[src/rtl/sfx_pkg.sv]
// rtl/sfx_pkg.sv - shared types, constants and note table for the sound-effect sequencer
package sfx_pkg;

  localparam int SFX_NUM_EFFECTS = 4;
  localparam int SFX_MAX_NOTES   = 8;
  localparam int SFX_DIV_W       = 17;
  localparam int SFX_DUR_W       = 24;
  localparam int SFX_EFF_W       = $clog2(SFX_NUM_EFFECTS);
  localparam int SFX_IDX_W       = $clog2(SFX_MAX_NOTES);

  localparam logic [SFX_EFF_W-1:0] SFX_JUMP   = 2'd0;
  localparam logic [SFX_EFF_W-1:0] SFX_SQUASH = 2'd1;
  localparam logic [SFX_EFF_W-1:0] SFX_SPLASH = 2'd2;
  localparam logic [SFX_EFF_W-1:0] SFX_HOME   = 2'd3;

  typedef struct packed {
    logic [SFX_DIV_W-1:0] half_period;
    logic [SFX_DUR_W-1:0] duration;
    logic                 last;
  } note_t;

  typedef enum logic [1:0] {IDLE, PLAY, GAP} sfx_state_e;

  function automatic note_t mk(input int hp, input int dur, input logic fin);
    mk = '{half_period: SFX_DIV_W'(hp), duration: SFX_DUR_W'(dur), last: fin};
  endfunction

  // half_period 0 is a rest; HOME relies on the forced last at the final slot
  function automatic note_t sfx_note_lookup(input logic [SFX_EFF_W-1:0] effect,
                                            input logic [SFX_IDX_W-1:0] idx);
    note_t n;
    n = '0;
    case (effect)
      SFX_JUMP: case (idx)
        3'd0:    n = mk(14261, 6_250_000, 1'b0);
        3'd1:    n = mk(9514, 6_250_000, 1'b1);
        default: n = '0;
      endcase
      SFX_SQUASH: case (idx)
        3'd0:    n = mk(20000, 3_000_000, 1'b0);
        3'd1:    n = mk(0, 1_000_000, 1'b0);
        3'd2:    n = mk(25000, 3_000_000, 1'b1);
        default: n = '0;
      endcase
      SFX_SPLASH: case (idx)
        3'd0:    n = mk(500, 1_000_000, 1'b0);
        3'd1:    n = mk(300, 1_000_000, 1'b0);
        3'd2:    n = mk(0, 500_000, 1'b0);
        3'd3:    n = mk(200, 1_000_000, 1'b1);
        default: n = '0;
      endcase
      default: n = mk(12000 - 1000 * int'(idx), 1_000_000, 1'b0);
    endcase
    return n;
  endfunction

endpackage

[src/rtl/sfx_note_rom.sv]
// rtl/sfx_note_rom.sv - combinational (effect, note index) to note entry lookup
module sfx_note_rom
  import sfx_pkg::*;
(
  input  logic [SFX_EFF_W-1:0] effect,
  input  logic [SFX_IDX_W-1:0] note_idx,
  output note_t                note
);

  assign note = sfx_note_lookup(effect, note_idx);

endmodule

[src/rtl/sfx_sequencer.sv]
// rtl/sfx_sequencer.sv - multi-effect square-wave sound sequencer with priority pre-emption
module sfx_sequencer
  import sfx_pkg::*;
#(
  parameter int NUM_EFFECTS = SFX_NUM_EFFECTS,
  parameter int MAX_NOTES   = SFX_MAX_NOTES,
  parameter int DIV_W       = SFX_DIV_W,
  parameter int DUR_W       = SFX_DUR_W,
  parameter int GAP_CYCLES  = 250000,
  parameter int DUR_SHIFT   = 0
) (
  input  logic                           clk,
  input  logic                           reset_n,
  input  logic [NUM_EFFECTS-1:0]         trig_i,
  input  logic                           mute_i,
  output logic                           sound_o,
  output logic                           busy_o,
  output logic [$clog2(NUM_EFFECTS)-1:0] active_o,
  output logic                           done_o
);

  localparam int EFF_W   = $clog2(NUM_EFFECTS);
  localparam int IDX_W   = $clog2(MAX_NOTES);
  localparam int GAP_LEN = GAP_CYCLES >> DUR_SHIFT;
  localparam logic [DUR_W-1:0] GAP_END = (GAP_LEN > 0) ? DUR_W'(GAP_LEN - 1) : '0;

  sfx_state_e             state;
  logic [NUM_EFFECTS-1:0] trig_q;
  logic                   armed, tone, cur_last;
  logic [IDX_W-1:0]       note_idx;
  logic [DIV_W-1:0]       half_cnt, cur_hp;
  logic [DUR_W-1:0]       dur_cnt, cur_end;

  logic [NUM_EFFECTS-1:0] edges;
  logic [EFF_W-1:0]       win, ld_eff;
  logic [IDX_W-1:0]       ld_idx;
  logic                   has_edge, accept, note_end, gap_end, toggle;
  logic                   ld_last, start_note, tone_n;
  logic [DIV_W-1:0]       ld_hp;
  logic [DUR_W-1:0]       ld_lim, ld_end;
  note_t                  ld_note;

  // The ROM is addressed by whichever note starts next; its fields are latched at note start
  sfx_note_rom u_rom (
    .effect   (SFX_EFF_W'(ld_eff)),
    .note_idx (SFX_IDX_W'(ld_idx)),
    .note     (ld_note)
  );

  always_comb begin
    // armed masks the first cycle after reset so a held trigger is not seen as an edge
    edges    = armed ? (trig_i & ~trig_q) : '0;
    win      = '0;
    has_edge = 1'b0;
    for (int i = 0; i < NUM_EFFECTS; i++) begin
      if (edges[i]) begin
        win      = EFF_W'(i);
        has_edge = 1'b1;
      end
    end
    accept     = has_edge && (state == IDLE || win >= active_o);
    ld_eff     = accept ? win : active_o;
    ld_idx     = accept ? '0 : note_idx + 1'b1;
    ld_hp      = DIV_W'(ld_note.half_period);
    ld_lim     = DUR_W'(ld_note.duration) >> DUR_SHIFT;
    ld_end     = (ld_lim == '0) ? '0 : ld_lim - 1'b1;
    ld_last    = ld_note.last || (ld_idx == IDX_W'(MAX_NOTES - 1));
    note_end   = (state == PLAY) && (dur_cnt == cur_end);
    gap_end    = (state == GAP) && (dur_cnt == GAP_END);
    toggle     = (state == PLAY) && (cur_hp != '0) && (half_cnt == cur_hp - 1'b1);
    start_note = accept || gap_end || (note_end && !cur_last && GAP_LEN == 0);
    tone_n     = tone;
    if (start_note)                     tone_n = (ld_hp != '0);
    else if (note_end || state != PLAY) tone_n = 1'b0;
    else if (toggle)                    tone_n = ~tone;
  end

  always_ff @(posedge clk or negedge reset_n) begin
    if (!reset_n) begin
      state    <= IDLE;
      trig_q   <= '0;
      armed    <= 1'b0;
      tone     <= 1'b0;
      note_idx <= '0;
      half_cnt <= '0;
      dur_cnt  <= '0;
      cur_hp   <= '0;
      cur_end  <= '0;
      cur_last <= 1'b0;
      sound_o  <= 1'b0;
      busy_o   <= 1'b0;
      active_o <= '0;
      done_o   <= 1'b0;
    end else begin
      trig_q  <= trig_i;
      armed   <= 1'b1;
      done_o  <= 1'b0;
      tone    <= tone_n;
      sound_o <= tone_n & ~mute_i;
      if (start_note) begin
        state    <= PLAY;
        busy_o   <= 1'b1;
        active_o <= ld_eff;
        note_idx <= ld_idx;
        half_cnt <= '0;
        dur_cnt  <= '0;
        cur_hp   <= ld_hp;
        cur_end  <= ld_end;
        cur_last <= ld_last;
      end else begin
        case (state)
          PLAY: begin
            if (note_end) begin
              half_cnt <= '0;
              dur_cnt  <= '0;
              if (cur_last) begin
                state  <= IDLE;
                busy_o <= 1'b0;
                done_o <= 1'b1;
              end else begin
                state <= GAP;
              end
            end else begin
              dur_cnt  <= dur_cnt + 1'b1;
              half_cnt <= toggle ? '0 : half_cnt + 1'b1;
            end
          end
          GAP:     dur_cnt <= dur_cnt + 1'b1;
          default: ;
        endcase
      end
    end
  end

endmodule

[config.mk]
export PLATFORM = sky130hd
export DESIGN_NAME = sfx_sequencer
export DESIGN_NICKNAME = d
export VERILOG_FILES = /design/src/rtl/sfx_pkg.sv /design/src/rtl/sfx_note_rom.sv /design/src/rtl/sfx_sequencer.sv
export SDC_FILE = /design/constraint.sdc
export NUM_CORES = 1
export LEC_CHECK = 0
export CAP_MARGIN = 20
export CORE_MARGIN = 10
export CORE_UTILIZATION = 29
export DETAILED_ROUTE_END_ITERATION = 16
export GPL_TIMING_DRIVEN = 0
export REMOVE_ABC_BUFFERS = 1
export SETUP_SLACK_MARGIN = 0.4
export SYNTH_ARGS = -nofsm -noshare
export SYNTH_HDL_FRONTEND = slang
export SYNTH_SLANG_ARGS = --single-unit
[constraint.sdc]
create_clock -name clk -period 7.3 [get_ports clk]
set_input_delay 1.46 -clock clk [delete_from_list [all_inputs] [get_ports clk]]
set_output_delay 1.46 -clock clk [all_outputs]
set_load 0.1 [all_outputs]
==> Word-level counts from Yosys, hierarchy flattened <==
Index checks and enable logic that the tools add are counted.
{ "word_totals": {"in_bits": 7, "register_bits": 99} }
{ "op_classes": {"eq_ne": 12, "n_lt_le_gt_ge": 1, "n_addsub": 6, "n_mul": 1, "bitwise_logic": 5, "reduce_logical": 21, "muxes": 37} }
{ "op_table": {"columns": ["cell", "n"], "rows": [
  ["$pmux 34 s4", 1],
  ["$pmux 42 s3", 1],
  ["$pmux 40 s3", 1],
  ["$pmux 39 s2", 1],
  ["$mux 24", 3],
  ["$mux 17", 4],
  ["$pmux 24 s2", 1],
  ["$reduce_bool 17->1", 2],
  ["$add 24x1->24 const B", 1],
  ["$eq 24x18->1 const B", 1],
  ["$eq 24x24->1", 1],
  ["$logic_not 24->1", 1],
  ["$sub 24x1->24 const B", 1],
  ["$add 17x1->17 const B", 1],
  ["$eq 17x17->1", 1],
  ["$sub 15x17->17 const A", 1],
  ["$sub 17x1->17 const B", 1],
  ["$mux 1", 16],
  ["$mux 2", 7],
  ["$mul 7x3->10 const A", 1],
  ["$eq 3x2->1 const B", 2],
  ["$reduce_bool 2->1", 3],
  ["$logic_and 1x1->1", 5],
  ["$and 4x4->4", 1],
  ["18 further kinds", 25]
]} }

==> Depth between registers and ports, before layout <==
Gate-level depths: netlist of run 1.
{ "depth": {"word_depth": 16, "depth_mapped": 22} }

==> By module <==
Synthesis of run 1 repeated with hierarchy kept, for this count alone.
{ "unflattened": {"hier_cells": 789, "hier_area_um2": 6729.0} }
{ "by_module_without_submodules": {"columns": ["module", "cells_each", "area_each_um2", "n_inst", "seq_area_each_um2"], "rows": [
  ["sfx_sequencer", 653, 5781.8, 1, 2477.4],
  ["sfx_note_rom", 136, 947.2, 1, 0.0]
]} }

==> Least setup slack after synthesis of run 1 <==
No wires, ideal clock.
{ "synth_timing": {"path_type": "input -> register", "start": "input trig_i[1]", "end": "register cur_hp[11]", "arrival_time_ps": 5759, "setup_slack_ps": 1446, "stages": 21, "cell_sequence": "nor2b_1 -> nor2b_1 -> o21ai_0 -> ha_1 -> nand2b_1 -> a211oi_2 -> or2_2 -> buf_2 -> nand2_1 -> inv_1 -> fa_1 -> fa_1 -> inv_1 -> fa_1 -> nand2_1 -> nand2_1 -> nor2_1 -> xnor2_1 -> xnor2_1 -> a21oi_1 -> o31ai_1"} }
{ "synth_between": {"elab_chain_len": 12} }
{ "synth_lines": {"columns": ["element", "line", "text"], "rows": [
  ["from (decl)", "sfx_sequencer.sv:14", "input logic [NUM_EFFECTS-1:0] trig_i,"],
  ["$and 4x4->4 (*)", "sfx_sequencer.sv:52", "edges = armed ? (trig_i & ~trig_q) : '0;"],
  ["$mux 4 (*)", "sfx_sequencer.sv:52", null],
  ["$mux 1", "sfx_sequencer.sv:56", "if (edges[i]) begin"],
  ["$mux 2 (2 in series)", "sfx_sequencer.sv:56", null],
  ["$ge 2x2->1", "sfx_sequencer.sv:61", "accept = has_edge && (state == IDLE || win >= active_o);"],
  ["$logic_or 1x1->1", "sfx_sequencer.sv:61", null],
  ["$logic_and 1x1->1 (*)", "sfx_sequencer.sv:61", null],
  ["$mux 3 (*)", "sfx_sequencer.sv:63", "ld_idx = accept ? '0 : note_idx + 1'b1;"],
  ["via ld_idx[2]", "sfx_sequencer.sv:36", "logic [IDX_W-1:0] ld_idx;"],
  ["$mul 7x3->10 (tied with other cells)", "sfx_pkg.sv:52", "default: n = mk(12000 - 1000 * int'(idx), 1_000_000, 1'b0);"],
  ["$sub 15x17->17 or $pmux 40 s3 (tied branches)", "sfx_pkg.sv:52, sfx_pkg.sv:39", null],
  ["$pmux 42 s3 (*)", "sfx_pkg.sv:33", "case (effect)"],
  ["to (signal assigned)", "sfx_sequencer.sv:107", "cur_hp <= ld_hp;"],
  ["to (decl)", "sfx_sequencer.sv:31", "logic [DIV_W-1:0] half_cnt, cur_hp;"]
]} }
The timed path passes the listed nets; every way through them passes the cells marked *.
A chain may end at the register's enable or synchronous reset.

==> Worst setup path after layout of run 1 <==
{ "layout_timing": {"start": "input trig_i[2]", "end": "register cur_hp[11]"} }
{ "layout_between": {"elab_chain_len": 11} }
{ "layout_lines": {"columns": ["element", "line"], "rows": [
  ["$and 4x4->4 (*)", "sfx_sequencer.sv:52"],
  ["$mux 4 (*)", "sfx_sequencer.sv:52"],
  ["$mux 2 (2 in series)", "sfx_sequencer.sv:56"],
  ["$ge 2x2->1", "sfx_sequencer.sv:61"],
  ["$logic_or 1x1->1", "sfx_sequencer.sv:61"],
  ["$logic_and 1x1->1 (*)", "sfx_sequencer.sv:61"],
  ["$mux 3 (*)", "sfx_sequencer.sv:63"],
  ["via ld_idx[2]", "sfx_sequencer.sv:36"],
  ["$mul 7x3->10 (tied with other cells)", "sfx_pkg.sv:52"],
  ["$sub 15x17->17 or $pmux 40 s3 (tied branches)", "sfx_pkg.sv:52, sfx_pkg.sv:39"],
  ["$pmux 42 s3 (*)", "sfx_pkg.sv:33"]
]} }
Marks and branches as above.

==> flow_metrics.py, run 1 <==
metrics = {
    "outcome": {
        "status": "complete, no violations",
    },
    "timing": {
        "fin_crit_sh_pct": 86.45,
        "rsz0062_at_grt": "false",
        "setup_viol": 0,
        "tightest_slew_ps": 994.9,
        "maxSlewHeadroom_pct": 33.46,
        "final_max_slew_viol_count": 0,
        "fin_crit_ps": 6311,
        "finClkSkew_ps": 9.159,
        "hold_viol": 0,
        "fmax_ghz": 0.1584,
        "timing.hold.ws_ps": 504.2,
    },
    "cells_and_area": {
        "nFillCells": 2052,
        "final_cell_mix": "dfrtp_1, nor2_1, nand2_1, xor2_1, nand3_1",
        "final_util_pct": 33.06,
        "nets": 696,
        "antennaDiodeCount": 0,
        "layout-drive-gt1-share_pct": 6.259,
        "post-route-cell-area_um2": 6689,
        "layout-area-overhead-vs-synth_pct": 12.03,
        "final_common_cell": "dfrtp_1",
    },
    "power": {
        "peakVddDrop_v": 0.0001937,
        "clockPowerShare_pct": 22.9,
        "switching_share_pct": 41.27,
        "power_mw": 2.200,
        "switching_power_uw": 907.9,
        "leakagePower_nw": 2.874,
        "power_density_nw_per_um2": 328.9,
        "pwr-share-comb_pct": 40.5,
        "intPower_mw": 1.292,
        "pwr-share-seq_pct": 36.6,
    },
    "critical_path": {
        "reg2reg_setup_slack_ps": 2220,
        "crit_required_ps": 7560,
        "crit_chain": "clkdlybuf4s50_1, nor2b_1, nor2b_1, o21ai_1, ha_1, nand2b_1, a211oi_4, or2_2, nand2_1, inv_1, fa_1, fa_1, inv_1, fa_1, nand2_1, nand2_1, nor2_1, xnor2_1, xnor2_1, a21oi_1, o31ai_1",
        "cp_top_family": "adder cells",
        "crit_type": "input pin to flop",
        "arrival_ps": 6570,
        "critPathSlowestCell": "fa_1",
        "start_kind": "input pin",
        "critPathBufInv": 3,
        "crit_cells": 21,
        "worstSetupEndpointType": "flop",
        "reg2reg_to": "cur_hp[11]$_DFFE_PN0N_",
        "r2r_start": "trig_q[2]$_DFF_PN0_",
        "r2r.worst_path.cells": 20,
        "crit_start": "trig_i[2]",
        "critPathCapture": "cur_hp[11]$_DFFE_PN0N_",
        "max_stage_delay_ps": 540,
        "path_max_fanout": 10,
    },
    "drt": {
        "firstDrtPassIters": 5,
        "drc": 0,
        "wire_per_inst_um": 15.07,
        "vias_per_cell": 5.146,
        "drtIter0Drc": 456,
        "num_vias": 4842,
        "ant_nets": 0,
        "routed_wl_um": 14180,
    },
    "logic_synthesis": {
        "synth-seq-cells": 94,
        "synth.avg_cell_area_um2": 8.925,
        "seq_area_frac_synth_pct": 39.40,
        "synth_cell_types": 67,
        "yosys_warnings": 0,
        "yosys.area_share.simple_pct": 23.78,
        "synthMuxAreaShare_pct": 1.802,
        "synthFlopType": "dfrtp_1",
        "async_flop_share_pct": 100.0,
        "netlist_area_um2": 5971,
        "synth_top_family_by_area": "simple AND/OR/NAND/NOR gates",
        "synthAdderAreaFrac_pct": 5.323,
        "synthCells": 669,
        "synthXorXnorAreaFrac_pct": 10.41,
        "synth-compound-area-share_pct": 15.82,
        "synth_edf_count": 0,
    },
    "placement": {
        "numPortBuffers": 11,
        "postPlaceCellArea_um2": 6365,
        "hpwl_um": 10170,
        "gp_congestion": 0.8371,
    },
    "worst_hold_path": {
        "holdCritPathClass": "flop to flop",
        "hold-path-cell-count": 2,
        "hp-start": "cur_end[9]$_DFFE_PN0N_",
    },
    "grt": {
        "gr-usage-all-layers_pct": 10.85,
        "grt_pass1_wl_um": 23980,
        "grt_pass1_vias": 4698,
        "antenna_found_initial": 0,
        "grt_overflow": 0,
        "grt_start_max_net_pins": 55,
    },
    "floorplan": {
        "rows": 52,
        "dieWidth_um": 163.5,
        "core-area_um2": 20230,
        "io_pins": 12,
        "die_area_um2": 26730,
        "start_util_pct": 29.51,
        "die_y_um": 163.5,
    },
    "cts": {
        "clk_pin_slew_ps": 60,
        "cts.htree.levels": 3,
        "cts-root-buf": "clkbuf_16",
        "clk_latency_ps": 360,
        "clock-sinks": 94,
        "cts_buffers": 9,
        "cts_tree": "yes",
        "cts.path.max_buffers": 2,
    },
    "job": {
        "cap_violations": 0,
    },
}
[repair_timing]
action                     4_1_cts  5_1_grt
gates resized for setup          0        2
hold buffers                     0        0
setup buffers                    0        0
setup endpoints to repair        0        1
[flip-flops by register name, summed over array words and instances, names as in the netlist]
| signal | cells |
|---|---|
| active_o | 2 |
| armed | 1 |
| busy_o | 1 |
| cur_end | 21 |
| cur_hp | 15 |
| cur_last | 1 |
| done_o | 1 |
| dur_cnt | 24 |
| half_cnt | 17 |
| note_idx | 3 |
| sound_o | 1 |
| state | 2 |
| tone | 1 |
| trig_q | 4 |
[synthesized netlist by cell type, drive strengths merged, types with 4 or more instances]
library cell,instances,area share (%)
a21oi,13,1.2
fa,4,1.3
nor2,80,5.0
nor3,11,1.1
nand2b,6,0.63
nand3,38,3.2
or4,5,0.75
or2,4,0.42
o21a,6,0.75
o211ai,8,1.0
nand2,68,4.3
a21o,4,0.50
inv,19,1.2
clkbuf,20,1.3
o31ai,7,0.88
a31oi,14,1.5
a22oi,6,0.75
nor3b,6,0.84
nor4,9,1.0
xor2,40,5.9
mux2i,7,1.2
ha,19,4.0
a22o,8,1.2
and3,15,1.6
o22ai,4,0.52
buf,9,0.94
o21ai,41,3.4
nor2b,9,0.94
xnor2,31,4.5
dfrtp,94,39
nand4,19,2.0
[through the flow]
stage / setup TNS, ps / setup slack (ps) / instances
2_1_floorplan: 0 / 1304 / 640
3_5_place_dp: 0 / 298.7 / 925
4_1_cts: 0 / 670.7 / 941
5_1_grt: 0 / 425.4 / 941
3_3_place_gp: -30540 / -1512 / 921
6_report: 0 / 988.8 / 941
[power groups by stage]
stage	logic (mW)	registers, mW	clock network (mW)
floorplan	0.636	0.818	0
global placement	0.865	0.812	0
detailed placement	0.882	0.813	0
CTS	0.886	0.805	0.511
global route	0.999	0.828	0.536
finish	0.891	0.806	0.503
[worst register-to-register path: cells and delay by family (launching register included)]
family,cells,cell delay [ps]
XOR/XNOR,2,300
buffers and inverters,2,360
AO/OA/AOI/OAI,4,1020
adder cells (fa/ha/maj),4,1680
flip-flops,1,360
AND/OR/NAND/NOR,8,1250
[how the worst min path moves through the flow]
stage,endpoint,slack [ps]
6_report,cur_end[9]$_DFFE_PN0N_,500
5_1_grt,cur_end[20]$_DFFE_PN0N_,560
4_1_cts,cur_end[9]$_DFFE_PN0N_,510
3_5_place_dp,cur_end[9]$_DFFE_PN0N_,500
3_3_place_gp,busy_o$_DFFE_PN0P_,490
2_1_floorplan,cur_end[9]$_DFFE_PN0N_,460
[cell type report]
class	count	area [um2]	area share (%)
Inverter	19	71.32	1.066
Sequential cell	94	2352	35.17
Multi-Input combinational cell	527	3435	51.35
Tap cell	270	337.8	5.051
Timing Repair Buffer	15	176.4	2.637
Clock inverter	5	63.81	0.9540
Clock buffer	11	252.7	3.779
[metal layers]
metal / global-route usage [%] / vias to the layer above / part of all wire, %
li1: - / 2389 / -
met1: 15.22 / 2349 / 50
met2: 16.24 / 89 / 45
met3: 1.586 / 15 / 3.6
met4: 4.590 / 0 / 1.7
met5: 0 / - / 0
[logic make-up after synthesis]
family                   after synthesis
other                                  1
XOR/XNOR                              71
multiplexers                          10
buffers and inverters                 48
AO/OA/AOI/OAI                        137
flip-flops                            94
AND/OR/NAND/NOR                      285
adder cells (fa/ha/maj)               23
No activity file was read; power rests on OpenSTA's default activity.
==> run 2, diff against run 1 <==
--- a/config.mk
+++ b/config.mk
@@ -12,6 +12,7 @@
 export GPL_TIMING_DRIVEN = 0
 export REMOVE_ABC_BUFFERS = 1
 export SETUP_SLACK_MARGIN = 0.4
+export SLEW_MARGIN = 5
 export SYNTH_ARGS = -nofsm -noshare
 export SYNTH_HDL_FRONTEND = slang
 export SYNTH_SLANG_ARGS = --single-unit
==> results of run 2 <==
No change in the layout: final DEF, timing and power equal those of run 1.
==> run 3, diff against run 2 <==
--- a/config.mk
+++ b/config.mk
@@ -5,11 +5,12 @@
 export SDC_FILE = /design/constraint.sdc
 export NUM_CORES = 1
 export LEC_CHECK = 0
+export ABC_CLOCK_PERIOD_IN_PS = 7300
 export CAP_MARGIN = 20
 export CORE_MARGIN = 10
 export CORE_UTILIZATION = 29
 export DETAILED_ROUTE_END_ITERATION = 16
-export GPL_TIMING_DRIVEN = 0
+export GPL_TIMING_DRIVEN = 1
 export REMOVE_ABC_BUFFERS = 1
 export SETUP_SLACK_MARGIN = 0.4
 export SLEW_MARGIN = 5
==> run 3 against run 2 <==
Net effect:
- non-clock buffer count grew 3
- setup slack gained 130 ps
- design area shrank 1.0%
- combinational power shrank 0.9%
- utilization shrank 0.33 points
- via count is essentially flat
- flip-flop and latch count is the same
- largest power group unchanged
- highest routed layer unchanged
==> flow_metrics.py, run 3 (same netlist as run 1, synthesis figures left out) <==
metrics = {
    "outcome": {
        "status": "complete, no violations",
    },
    "drt": {
        "num_vias": 4841,
        "drc": 0,
        "wire_per_inst_um": 14.66,
        "ant_nets": 0,
        "routed_wl_um": 13840,
        "firstDrtPassIters": 5,
        "vias_per_cell": 5.128,
        "drtIter0Drc": 519,
    },
    "critical_path": {
        "critPathSlowestCell": "fa_1",
        "start_kind": "input pin",
        "crit_start": "trig_i[2]",
        "max_stage_delay_ps": 530,
        "path_max_fanout": 10,
        "reg2reg_setup_slack_ps": 2370,
        "reg2reg_to": "cur_hp[11]$_DFFE_PN0N_",
        "crit_type": "input pin to flop",
        "worstSetupEndpointType": "flop",
        "crit_chain": "clkdlybuf4s50_1, nor2b_1, nor2b_1, o21ai_0, ha_1, nand2b_1, a211oi_2, buf_4, or2_2, nand2_1, inv_1, fa_1, fa_1, inv_1, fa_1, nand2_1, nand2_1, nor2_1, xnor2_1, xnor2_1, a21oi_1, o31ai_1",
        "r2r.worst_path.cells": 21,
        "r2r_start": "trig_q[2]$_DFF_PN0_",
        "crit_required_ps": 7560,
        "arrival_ps": 6440,
    },
    "placement": {
        "hpwl_um": 10030,
        "numPortBuffers": 11,
        "place_inst": 928,
        "gp_congestion": 0.8583,
        "preCtsSetupSlack_ps": 743.7,
        "postPlaceCellArea_um2": 6344,
    },
    "cells_and_area": {
        "nets": 699,
        "post-route-cell-area_um2": 6621,
        "reg_top3": "dur_cnt: 24 flops, cur_end: 21 flops, half_cnt: 17 flops",
        "largest_reg_flops": 24,
        "antennaDiodeCount": 0,
        "layout-drive-gt1-share_pct": 6.528,
        "final_common_cell": "dfrtp_1",
        "top_register": "dur_cnt",
        "nFillCells": 2071,
        "final_cell_mix": "dfrtp_1, nor2_1, nand2_1, xor2_1",
        "stdcell_count": 944,
        "regArea_um2": 2352,
        "multi_input_area_um2": 3422,
        "layout-area-overhead-vs-synth_pct": 10.90,
    },
    "grt": {
        "grt_pass1_vias": 4527,
        "grt_overflow": 0,
        "antenna_found_initial": 0,
        "gr-usage-all-layers_pct": 10.69,
        "grt_pass1_wl_um": 23300,
        "grt_start_max_net_pins": 70,
    },
    "worst_hold_path": {
        "hold-path-cell-count": 2,
        "holdCritPathClass": "flop to flop",
        "hp-start": "cur_end[20]$_DFFE_PN0N_",
        "worstHoldEndpoint": "cur_end[20]$_DFFE_PN0N_",
    },
    "cts": {
        "cts_buffers": 9,
        "cts-resized-gates": 0,
        "cts.htree.levels": 3,
        "clock-sinks": 94,
        "cts-root-buf": "clkbuf_16",
        "cts_tree": "yes",
        "cts.path.max_buffers": 2,
        "clk_pin_slew_ps": 70,
        "cts_setup_buffers": 0,
        "clk_latency_ps": 360,
        "hold_buffers": 0,
    },
    "timing": {
        "fin_crit_sh_pct": 84.64,
        "fin_setup_tns_ps": 0,
        "fin_ws_ps": 1121,
        "maxSlewHeadroom_pct": 33.97,
        "fin_crit_ps": 6179,
        "finClkSkew_ps": 11.64,
        "rsz0062_at_grt": "false",
        "tightest_slew_ps": 987.4,
        "hold_viol": 0,
        "fmax_ghz": 0.1618,
        "final_max_slew_viol_count": 0,
        "setup_viol": 0,
    },
    "floorplan": {
        "die_y_um": 163.5,
        "core-area_um2": 20230,
        "io_pins": 12,
        "rows": 52,
        "dieWidth_um": 163.5,
        "die_area_um2": 26730,
        "start_util_pct": 29.51,
    },
    "power": {
        "power_density_nw_per_um2": 322.3,
        "leakagePower_nw": 2.855,
        "peakVddDrop_v": 0.0002008,
        "power_mw": 2.134,
    },
    "job": {
        "cap_violations": 0,
    },
}
## run 3: how the worst max path moves through the flow
stage,endpoint,cells past startpoint
6_report,cur_hp[11]$_DFFE_PN0N_,22
5_1_grt,cur_hp[11]$_DFFE_PN0N_,22
4_1_cts,cur_hp[11]$_DFFE_PN0N_,22
3_5_place_dp,cur_hp[11]$_DFFE_PN0N_,22
3_3_place_gp,cur_hp[11]$_DFFE_PN0N_,22
2_1_floorplan,dur_cnt[4]$_DFFE_PN0P_,11
## run 3: final cells by class
cell class	instances	share of cell area, %
Timing Repair Buffer	18	2.419
Multi-Input combinational cell	527	51.68
Clock buffer	11	3.666
Clock inverter	5	0.5291
Tap cell	270	5.102
Sequential cell	94	35.53
Inverter	19	1.077
## run 3: stage by stage
stage	util, %	hold slack [ps]
global route	32.72	528.5
detailed placement	31.35	494.1
CTS	32.72	509.8
finish	32.72	506.5
global placement	31.35	484.7
floorplan	-	459.6
## run 3: layer usage
layer | track usage (%) | part of all wire (%)
met4 | 4.996 | 2.0
met5 | 0 | 0
met1 | 14.81 | 51
met3 | 1.837 | 3.3
met2 | 15.79 | 44
## run 3: where the power goes
group	internal [mW]	switching, mW
clock network	0.240	0.204
registers	0.649	0.157
logic	0.353	0.530
## run 3: worst max-delay path, delay by kind of cell
family | cells | cell delay [ps]
AOI/OAI and AO/OA | 4 | 850
xor gates and xnor gates | 2 | 280
adders and majority gates | 4 | 1670
buffers and inverters | 4 | 1000
and+or+nand+nor | 8 | 1150
